**config.mk**
```make
export PLATFORM = sky130hd
export DESIGN_NAME = dcache_l2_bridge_flat
export DESIGN_NICKNAME = d
export VERILOG_FILES = /design/src/rtl/xentry_pkg.sv /design/src/rtl/dcache_l2_bridge_if.sv /design/src/rtl/dcache_l2_timeout.sv /design/src/rtl/dcache_l2_bridge.sv /design/src/flat_wrapper.sv
export SDC_FILE = /design/constraint.sdc
export NUM_CORES = 1
export LEC_CHECK = 0
export BUFFER_PORTS_ARGS = -buffer_cell sky130_fd_sc_hd__buf_2
export CAP_MARGIN = 20
export CORE_ASPECT_RATIO = 0.9
export CORE_MARGIN = 1.5
export CORE_UTILIZATION = 23
export CTS_BUF_LIST = sky130_fd_sc_hd__clkbuf_4 sky130_fd_sc_hd__clkbuf_8 sky130_fd_sc_hd__clkbuf_16
export DETAILED_ROUTE_END_ITERATION = 6
export GPL_ROUTABILITY_DRIVEN = 0
export PLACE_DENSITY = 0.54
export SYNTH_ARGS = -nofsm -noshare
export SYNTH_HDL_FRONTEND = slang
export SYNTH_SLANG_ARGS = --single-unit
```
**constraint.sdc**
```tcl
create_clock -name clk -period 1.8 [get_ports clk]
set_input_delay 0.09 -clock clk [delete_from_list [all_inputs] [get_ports clk]]
set_output_delay 0.09 -clock clk [all_outputs]
set_load 0.02 [all_outputs]
```
**src/rtl/xentry_pkg.sv**
```systemverilog
// ---------------------------------------------------------------------------
// xentry_pkg : shared dcache types, bridge FSM states and block geometry. Rev 1.0
// ---------------------------------------------------------------------------
`default_nettype none

package xentry_pkg;

  typedef enum logic [1:0] {
    LOAD       = 2'd0,
    STORE      = 2'd1,
    MO_UNKNOWN = 2'd2
  } memory_operation_e;

  typedef enum logic [1:0] {
    ST_IDLE  = 2'd0,
    ST_ISSUE = 2'd1,
    ST_WAIT  = 2'd2,
    ST_DONE  = 2'd3
  } l2_bridge_state_e;

  localparam int DCACHE_WORDS_PER_BLOCK = 4;

endpackage

`default_nettype wire

```
**src/rtl/dcache_l2_bridge_if.sv**
```systemverilog
// ---------------------------------------------------------------------------
// dcache_l2_bridge_if : word-level memory request/response port. Rev 1.0
// ---------------------------------------------------------------------------
`default_nettype none

interface dcache_l2_bridge_if #(
  parameter int ADDR_W = 32,
  parameter int XLEN   = 32
);

  logic              mem_req_valid;
  logic              mem_req_ready;
  logic              mem_req_we;
  logic [ADDR_W-1:0] mem_req_addr;
  logic [XLEN-1:0]   mem_req_wdata;
  logic              mem_resp_valid;
  logic [XLEN-1:0]   mem_resp_rdata;

  modport master (
    output mem_req_valid,
    output mem_req_we,
    output mem_req_addr,
    output mem_req_wdata,
    input  mem_req_ready,
    input  mem_resp_valid,
    input  mem_resp_rdata
  );

  modport slave (
    input  mem_req_valid,
    input  mem_req_we,
    input  mem_req_addr,
    input  mem_req_wdata,
    output mem_req_ready,
    output mem_resp_valid,
    output mem_resp_rdata
  );

endinterface

`default_nettype wire

```
**src/rtl/dcache_l2_timeout.sv**
```systemverilog
// ---------------------------------------------------------------------------
// dcache_l2_timeout : response watchdog with sticky error flag. Rev 1.0
// ---------------------------------------------------------------------------
`default_nettype none

module dcache_l2_timeout #(
  parameter  int TIMEOUT_CYCLES = 64,
  localparam int CNT_W          = $clog2(TIMEOUT_CYCLES + 1)
) (
  input  logic clk,
  input  logic reset_n,
  input  logic wait_active,
  input  logic resp_valid,
  output logic expired,
  output logic timeout_err
);

  logic [CNT_W-1:0] cnt_q, cnt_d;
  logic             err_q, err_d;

  // Leaving the wait state or seeing a response restarts the count from zero.
  always_comb begin
    expired = wait_active && !resp_valid && (cnt_q == CNT_W'(TIMEOUT_CYCLES - 1));
    cnt_d   = (wait_active && !resp_valid && !expired) ? cnt_q + CNT_W'(1) : '0;
    err_d   = err_q | expired;
  end

  always_ff @(posedge clk or negedge reset_n) begin
    if (!reset_n) begin
      cnt_q <= '0;
      err_q <= 1'b0;
    end else begin
      cnt_q <= cnt_d;
      err_q <= err_d;
    end
  end

  assign timeout_err = err_q;

endmodule

`default_nettype wire

```
**src/rtl/dcache_l2_bridge.sv**
```systemverilog
// ---------------------------------------------------------------------------
// dcache_l2_bridge : splits dcache block refill/writeback into word requests. Rev 1.0
// Optional: define DCACHE_L2_BRIDGE_TIMEOUT_EN for the response watchdog.
// ---------------------------------------------------------------------------
`default_nettype none

module dcache_l2_bridge
  import xentry_pkg::*;
#(
  parameter  int ADDR_W          = 32,
  parameter  int XLEN            = 32,
  parameter  int WORDS_PER_BLOCK = DCACHE_WORDS_PER_BLOCK,
  parameter  int TIMEOUT_CYCLES  = 64,
  localparam int IDX_W           = $clog2(WORDS_PER_BLOCK)
) (
  input  logic               clk,
  input  logic               reset_n,
  input  logic               l2_req_valid,
  input  memory_operation_e  l2_req_type,
  input  logic [ADDR_W-1:0]  l2_block_addr,
  input  logic [XLEN-1:0]    l2_store_word,
  output logic [IDX_W-1:0]   l2_word_index,
  output logic               l2_fetched_word_valid,
  output logic [XLEN-1:0]    l2_fetched_word,
  output logic               l2_store_ack,
  output logic               l2_timeout_err,
  dcache_l2_bridge_if.master mem
);

  localparam int               BYTE_SHIFT = $clog2(XLEN / 8);
  localparam logic [IDX_W-1:0] LAST_IDX   = IDX_W'(WORDS_PER_BLOCK - 1);

  l2_bridge_state_e  state_q, state_d;
  memory_operation_e type_q, type_d;
  logic [ADDR_W-1:0] addr_q, addr_d;
  logic [IDX_W-1:0]  idx_q, idx_d;
  logic              abort_q, abort_d;
  logic              fetched_valid_q, fetched_valid_d;
  logic [XLEN-1:0]   fetched_word_q, fetched_word_d;
  logic              store_ack_q, store_ack_d;

  logic [ADDR_W-1:0] word_offset;
  logic              abort_now;
  logic              timeout_hit;

  assign word_offset = ADDR_W'(idx_q) << BYTE_SHIFT;
  // A drop of l2_req_valid is remembered so the in-flight word finishes silently.
  assign abort_now   = abort_q || !l2_req_valid;

`ifdef DCACHE_L2_BRIDGE_TIMEOUT_EN
  dcache_l2_timeout #(
    .TIMEOUT_CYCLES (TIMEOUT_CYCLES)
  ) u_timeout (
    .clk         (clk),
    .reset_n     (reset_n),
    .wait_active (state_q == ST_WAIT),
    .resp_valid  (mem.mem_resp_valid),
    .expired     (timeout_hit),
    .timeout_err (l2_timeout_err)
  );
`else
  logic unused_timeout_cfg;
  assign unused_timeout_cfg = ^TIMEOUT_CYCLES;
  assign timeout_hit        = 1'b0;
  assign l2_timeout_err     = 1'b0;
`endif

  always_ff @(posedge clk or negedge reset_n) begin
    if (!reset_n) begin
      state_q <= ST_IDLE;
    end else begin
      state_q <= state_d;
    end
  end

  always_comb begin
    state_d         = state_q;
    type_d          = type_q;
    addr_d          = addr_q;
    idx_d           = idx_q;
    abort_d         = abort_q;
    fetched_valid_d = 1'b0;
    fetched_word_d  = fetched_word_q;
    store_ack_d     = 1'b0;

    unique case (state_q)
      ST_IDLE: begin
        abort_d = 1'b0;
        if (l2_req_valid) begin
          type_d  = l2_req_type;
          addr_d  = l2_block_addr;
          idx_d   = '0;
          state_d = ST_ISSUE;
        end
      end

      ST_ISSUE: begin
        if (!l2_req_valid) abort_d = 1'b1;
        if (mem.mem_req_ready) state_d = ST_WAIT;
      end

      ST_WAIT: begin
        if (!l2_req_valid) abort_d = 1'b1;
        if (mem.mem_resp_valid) begin
          if (abort_now) begin
            idx_d   = '0;
            state_d = ST_IDLE;
          end else begin
            if (type_q == LOAD) begin
              fetched_valid_d = 1'b1;
              fetched_word_d  = mem.mem_resp_rdata;
            end
            if (type_q == STORE) store_ack_d = 1'b1;
            if (idx_q == LAST_IDX) begin
              state_d = ST_DONE;
            end else begin
              idx_d   = idx_q + IDX_W'(1);
              state_d = ST_ISSUE;
            end
          end
        end else if (timeout_hit) begin
          state_d = ST_ISSUE;
        end
      end

      ST_DONE: begin
        // Held request of the same type is the tail of the finished block;
        // a type change chains straight into the next block.
        if (!l2_req_valid) begin
          idx_d   = '0;
          state_d = ST_IDLE;
        end else if (l2_req_type != type_q) begin
          type_d  = l2_req_type;
          addr_d  = l2_block_addr;
          idx_d   = '0;
          state_d = ST_ISSUE;
        end
      end
    endcase
  end

  always_ff @(posedge clk or negedge reset_n) begin
    if (!reset_n) begin
      type_q          <= LOAD;
      addr_q          <= '0;
      idx_q           <= '0;
      abort_q         <= 1'b0;
      fetched_valid_q <= 1'b0;
      fetched_word_q  <= '0;
      store_ack_q     <= 1'b0;
    end else begin
      type_q          <= type_d;
      addr_q          <= addr_d;
      idx_q           <= idx_d;
      abort_q         <= abort_d;
      fetched_valid_q <= fetched_valid_d;
      fetched_word_q  <= fetched_word_d;
      store_ack_q     <= store_ack_d;
    end
  end

  always_comb begin
    mem.mem_req_valid = 1'b0;
    mem.mem_req_we    = 1'b0;
    mem.mem_req_addr  = '0;
    mem.mem_req_wdata = '0;
    if (state_q == ST_ISSUE) begin
      mem.mem_req_valid = 1'b1;
      mem.mem_req_we    = (type_q == STORE);
      mem.mem_req_addr  = addr_q + word_offset;
      mem.mem_req_wdata = l2_store_word;
    end
    l2_word_index         = idx_q;
    l2_fetched_word_valid = fetched_valid_q;
    l2_fetched_word       = fetched_word_q;
    l2_store_ack          = store_ack_q;
  end

endmodule

`default_nettype wire

```
**src/flat_wrapper.sv**
```systemverilog
// flat-port wrapper written by rule: the top's interface ports become plain ports
module dcache_l2_bridge_flat import xentry_pkg::*;
#(
  parameter  int ADDR_W          = 32,
  parameter  int XLEN            = 32,
  parameter  int WORDS_PER_BLOCK = DCACHE_WORDS_PER_BLOCK,
  parameter  int TIMEOUT_CYCLES  = 64,
  localparam int IDX_W           = $clog2(WORDS_PER_BLOCK)
)
  (clk, reset_n, l2_req_valid, l2_req_type, l2_block_addr, l2_store_word, l2_word_index, l2_fetched_word_valid, l2_fetched_word, l2_store_ack, l2_timeout_err, mem_mem_req_valid, mem_mem_req_we, mem_mem_req_addr, mem_mem_req_wdata, mem_mem_req_ready, mem_mem_resp_valid, mem_mem_resp_rdata);
  dcache_l2_bridge_if #(.ADDR_W(ADDR_W), .XLEN(XLEN)) mem_i ();
  input  logic clk;
  input  logic reset_n;
  input  logic l2_req_valid;
  input  memory_operation_e l2_req_type;
  input  logic [ADDR_W-1:0] l2_block_addr;
  input  logic [XLEN-1:0] l2_store_word;
  output logic [IDX_W-1:0] l2_word_index;
  output logic l2_fetched_word_valid;
  output logic [XLEN-1:0] l2_fetched_word;
  output logic l2_store_ack;
  output logic l2_timeout_err;
  output wire logic [$bits(mem_i.mem_req_valid)-1:0] mem_mem_req_valid;
  output wire logic [$bits(mem_i.mem_req_we)-1:0] mem_mem_req_we;
  output wire logic [$bits(mem_i.mem_req_addr)-1:0] mem_mem_req_addr;
  output wire logic [$bits(mem_i.mem_req_wdata)-1:0] mem_mem_req_wdata;
  input wire logic [$bits(mem_i.mem_req_ready)-1:0] mem_mem_req_ready;
  input wire logic [$bits(mem_i.mem_resp_valid)-1:0] mem_mem_resp_valid;
  input wire logic [$bits(mem_i.mem_resp_rdata)-1:0] mem_mem_resp_rdata;
  assign mem_mem_req_valid = mem_i.mem_req_valid;
  assign mem_mem_req_we = mem_i.mem_req_we;
  assign mem_mem_req_addr = mem_i.mem_req_addr;
  assign mem_mem_req_wdata = mem_i.mem_req_wdata;
  assign mem_i.mem_req_ready = mem_mem_req_ready;
  assign mem_i.mem_resp_valid = mem_mem_resp_valid;
  assign mem_i.mem_resp_rdata = mem_mem_resp_rdata;
  dcache_l2_bridge #(.ADDR_W(ADDR_W), .XLEN(XLEN), .WORDS_PER_BLOCK(WORDS_PER_BLOCK), .TIMEOUT_CYCLES(TIMEOUT_CYCLES)) u_core (.clk(clk), .reset_n(reset_n), .l2_req_valid(l2_req_valid), .l2_req_type(l2_req_type), .l2_block_addr(l2_block_addr), .l2_store_word(l2_store_word), .l2_word_index(l2_word_index), .l2_fetched_word_valid(l2_fetched_word_valid), .l2_fetched_word(l2_fetched_word), .l2_store_ack(l2_store_ack), .l2_timeout_err(l2_timeout_err), .mem(mem_i));
endmodule
```
==> summary by stage <==
Floorplanning
The floorplan step defined a die boundary enclosing 18,700 um^2. In this run the vertical extent of the chip is around 130 um. In this run the count of I/O pins placed on the die edge is ~200. In this run the core area contains 46 standard-cell rows. The width of the die is ~140 um. For this configuration, the core starts out at a cell density of a little under a quarter. After floorplanning, the core was sized to cover roughly 18,000 um^2.

Yosys
The share of synthesized flip-flops with an asynchronous set or reset is between 90% and 100%. Summed over all instances, the cell type with the most area after synthesis is sky130_fd_sc_hd__dfrtp_1. The post-synthesis register bit count is 73. The number of unique standard cell types used by synthesis is 43. The total standard cell area after synthesis is slightly above 4000 um^2. The number of standard cells after synthesis is 352. For this run, the number of Yosys warnings is 0.

By count the netlist is led by sky130_fd_sc_hd__dfrtp_1, sky130_fd_sc_hd__and2_1, sky130_fd_sc_hd__mux2_2, sky130_fd_sc_hd__mux2_4, sky130_fd_sc_hd__a21oi_1. By area the synthesized netlist is led by sky130_fd_sc_hd__dfrtp_1, sky130_fd_sc_hd__mux2_4, sky130_fd_sc_hd__mux2_2. The area share of the largest cell type after synthesis is around 44%.

Dividing the synthesized area by the synthesized cell count gives between 10 and 15 um^2. The number of enable-type register cells in the synthesized netlist is 0. When the netlist entered floorplanning its net count stood at around 460. The primary flip-flop cell chosen by synthesis mapping is sky130_fd_sc_hd__dfrtp_1. Among all cell types in the netlist, the one instantiated most often is sky130_fd_sc_hd__dfrtp_1.

Sequential elements use between 40% and 50% of the synthesized area.

Worst setup path
The combined buffer and inverter count along the critical path is 1. The slowest stage of the critical path belongs to the cell sky130_fd_sc_hd__dfrtp_1. Traced cell by cell, the critical path runs through ha_4 -> fa_2 -> and4_4 -> nand4_1 -> or3_4 -> a21oi_4 -> buf_6.

The most critical setup path has its startpoint at u_core.addr_q[2]$_DFFE_PN0P_. The endpoint arrival time on the critical path is 2.17 ns. In this design, the largest share of critical-path delay is due to simple AND/OR/NAND/NOR gates. The critical path is of the flip-flop to output pin type.

STA puts the critical path data required time at between 1.5 and 2 ns. The number of stages on the worst setup path is 7. The worst setup path is launched from a flip-flop. In this run the worst path has a maximum fanout of 6. The launching point of the worst reg2reg path is u_core.state_q[1]$_DFFE_PN0P_. For the worst flop-to-flop path, the logic depth is 9. The peak per-stage delay on the critical path is ~0.39 ns.

STA classifies the critical path endpoint as an output pin.

Route
For this run, the detailed router's first-pass iteration total came to 4. After detailed routing, the number of vias per cell comes to 4.35. In this run the remaining antenna-violating nets after routing total 0. The number of remaining DRC errors is 0. The detailed router's first-iteration violation count is 136.

The average wire per cell in the routed design is between 15 and 20 um. The routed layout has between 4,000 and 5,000 vias. For this block, the routed nets add up to approximately 16,000 um of wire.

Power and ir drop
The switching portion of total power is between 30% and 40%. The share of total power in combinational logic is about two thirds. Internal power comes to about 8.5 mW. The maximum resistive drop on vdd is about 0.8 mV. The part of the power in the clock network is 13.7%. In this run the power spent charging and discharging nets is roughly 5.4 mW. Sequential cells account for a little over a fifth of the total power. The leakage power is around 4.2 nW. For this design the ratio of total power to cell area is roughly 1600 nW/um^2.

Clock network
The H-tree level count is 3. The maximum number of buffers from clock root to sink is 2. The TritonCTS sink count is 73. The later pin in the worst-skew pair is clocked with a latency of around 0.34 ns. Clock-pin slew was measured on the worst setup and hold paths at around 0.060 ns.

The number of buffers added by the clock tree synthesis step is 9. The cell at the root of the clock tree is sky130_fd_sc_hd__clkbuf_16. The TritonCTS clock tree is yes.

Global route
The total overflow left after global routing is 0. Entering global routing, the biggest net connects 29 pins. The first global-routing pass estimated roughly 24,000 um of wire. Across every metal layer, demand over resource in global routing totals between 10% and 20%.

The via count of the first global-routing pass is ~4,600. The number of antenna violations at the first check in global routing is 1.

Layout
After routing the design area is 8520 um^2. Relative to the synthesized area, the layout overhead comes to 107%. Counting the fill cells in the layout gives roughly 1,600. The post-route netlist has a little over 70% of its cells at a drive strength greater than 1.

The post-layout net count is roughly 830.

Status
The flow ran to the end, but the final reports show violations. The final reports fail on setup timing.

Timing
The final clock skew is roughly 0.006 ns. The final hold slack is around 0.015 ns. Based on the critical path, the design can be clocked at up to 443 MHz. The minimum clock period after layout is 2.26 ns.

Dividing the final minimum period by the clock period gives 125%. The final number of hold-violating endpoints is 0. The final max-slew violation count was 0. Setup violations remaining at the end of the flow were counted as 126.

Setup repair after global routing could not meet its margin everywhere. The least setup slack across all paths after layout is -0.459 ns.

Worst hold path
The depth of the worst hold-timing path is 2. The beginning of the worst hold path is l2_req_type[1]. The classification of the worst-slack hold path is primary input to flip-flop.

Place
The total cell area at the placement stage is 6010 um^2. The post-detailed-placement half-perimeter wirelength is approximately 9300 um. During placement, the flow inserted port buffers numbering slightly above 200.

Job
The tool flagged a number of max-cap violations equal to 0.
worst paths after layout:
kind	end	slack [ns]
worst min-delay path	u_core.type_q[1]$_DFFE_PN0P_	0.02
worst max register to register	u_core.addr_q[22]$_DFFE_PN0P_	-0.22
min in group asynchronous	u_core.addr_q[28]$_DFFE_PN0P_	0.25
max in group asynchronous	u_core.l2_fetched_word[23]$_DFFE_PN0P_	0.94
worst min register to register	u_core.addr_q[0]$_DFFE_PN0P_	0.51
worst max-delay path	mem_mem_req_addr[26]	-0.46
power by group through the flow:
stage | registers [mW] | logic (mW) | clock network [mW]
2_1_floorplan | 3.28 | 3.17 | 0
3_3_place_gp | 2.87 | 5.82 | 0
3_5_place_dp | 2.88 | 5.92 | 0
4_1_cts | 2.92 | 8.89 | 1.96
5_1_grt | 3.03 | 9.55 | 2.03
6_report | 2.94 | 9.04 | 1.90
cell usage in the layout, fill, tap and decap left out, types with 4 or more instances in the layout:
cell / n
sky130_fd_sc_hd__ha_4: 6
sky130_fd_sc_hd__or3_4: 9
sky130_fd_sc_hd__nand3_1: 7
sky130_fd_sc_hd__buf_6: 74
sky130_fd_sc_hd__xor2_1: 4
sky130_fd_sc_hd__a21oi_4: 11
sky130_fd_sc_hd__nand4_1: 7
sky130_fd_sc_hd__nand2_2: 4
sky130_fd_sc_hd__nor2_1: 6
sky130_fd_sc_hd__a21oi_2: 5
sky130_fd_sc_hd__o21ai_0: 4
sky130_fd_sc_hd__xnor2_1: 5
sky130_fd_sc_hd__nand3_2: 5
sky130_fd_sc_hd__clkbuf_16: 10
sky130_fd_sc_hd__mux2_2: 4
sky130_fd_sc_hd__buf_4: 72
sky130_fd_sc_hd__buf_2: 140
sky130_fd_sc_hd__buf_12: 10
sky130_fd_sc_hd__inv_1: 5
sky130_fd_sc_hd__nand2_1: 8
sky130_fd_sc_hd__dfrtp_1: 70
sky130_fd_sc_hd__nor2_2: 5
sky130_fd_sc_hd__or4_4: 5
sky130_fd_sc_hd__mux2_4: 62
sky130_fd_sc_hd__inv_6: 4
sky130_fd_sc_hd__and2_4: 36
sky130_fd_sc_hd__o21ai_1: 4
sky130_fd_sc_hd__dlygate4sd3_1: 63
sky130_fd_sc_hd__buf_16: 6
sky130_fd_sc_hd__o31ai_1: 5
worst register-to-register path, delay by kind of cell (launching register included):
kind,cells,cell delay (ns)
AOI/OAI and AO/OA,1,0.19
adders and majority gates,1,0.17
buffers and inverters,6,0.81
DFF,1,0.42
muxes,1,0.32
sequential cells by signal (all words and copies together), names as in the netlist:
| name | count |
|---|---|
| u_core.state_q | 2 |
| u_core.l2_word_index | 2 |
| u_core.l2_fetched_word | 32 |
| u_core.addr_q | 32 |
| u_core.type_q | 2 |
| u_core.l2_fetched_word_valid | 1 |
| u_core.l2_store_ack | 1 |
| u_core.abort_q | 1 |
cells by family (layout without fill, tap and decap cells):
group                      after synthesis  count (layout)  synth area share [%]
and+or+nand+nor                        120             121                  18.1
DFF                                     73              73                  44.4
muxes                                   67              67                  21.0
AOI/OAI and AO/OA                       43              43                  6.42
buffers and inverters                   25             394                  4.11
xor gates and xnor gates                14              14                  2.98
adders and majority gates                9               9                  2.92
other                                    1               2                0.0912
metal layers:
metal	GRT usage [%]	vias to the layer above	wire length [um]
met2	31.0	156	8160
met5	0	-	0
met3	4.92	26	858
met1	20.1	2012	6610
met4	4.38	0	316
li1	-	1991	-
layout make-up:
type	count	area (um^2)	share of cell area, %
sequential	73	1830	21.5
timing repair buffer	370	3170	37.2
clock buffer	10	239	2.80
inverter	8	42.5	0.499
tap	240	300	3.52
multi-input combinational	255	2860	33.6
antenna	1	2.50	0.0294
clock inverter	6	72.6	0.851
per-stage QoR:
stage                     setup TNS [ns]  worst slack (ns)  cells  total power, mW  utilization, %
after detailed placement          -11.98            -0.292    841             8.79            34.2
after global routing              -26.57            -0.528    963             14.6            48.6
after CTS                         -23.47            -0.469    964             13.8            48.2
after global placement            -10.76            -0.282    841             8.68            34.2
after floorplan                    -3.36            -0.158    352             6.45               -
final                             -19.29            -0.459    963             13.9            48.6
what timing repair did:
action / 4_1_cts / 5_1_grt
pin swaps: 30 / 23
cloned: 13 / 1
endpoints found under the setup margin: 133 / 136
hold buffers: 63 / 0
setup buffers: 34 / 4
gates resized for setup: 261 / 41
endpoints found under the hold margin: 88 / 0
Note: power is estimated with default switching activity, not from simulation.
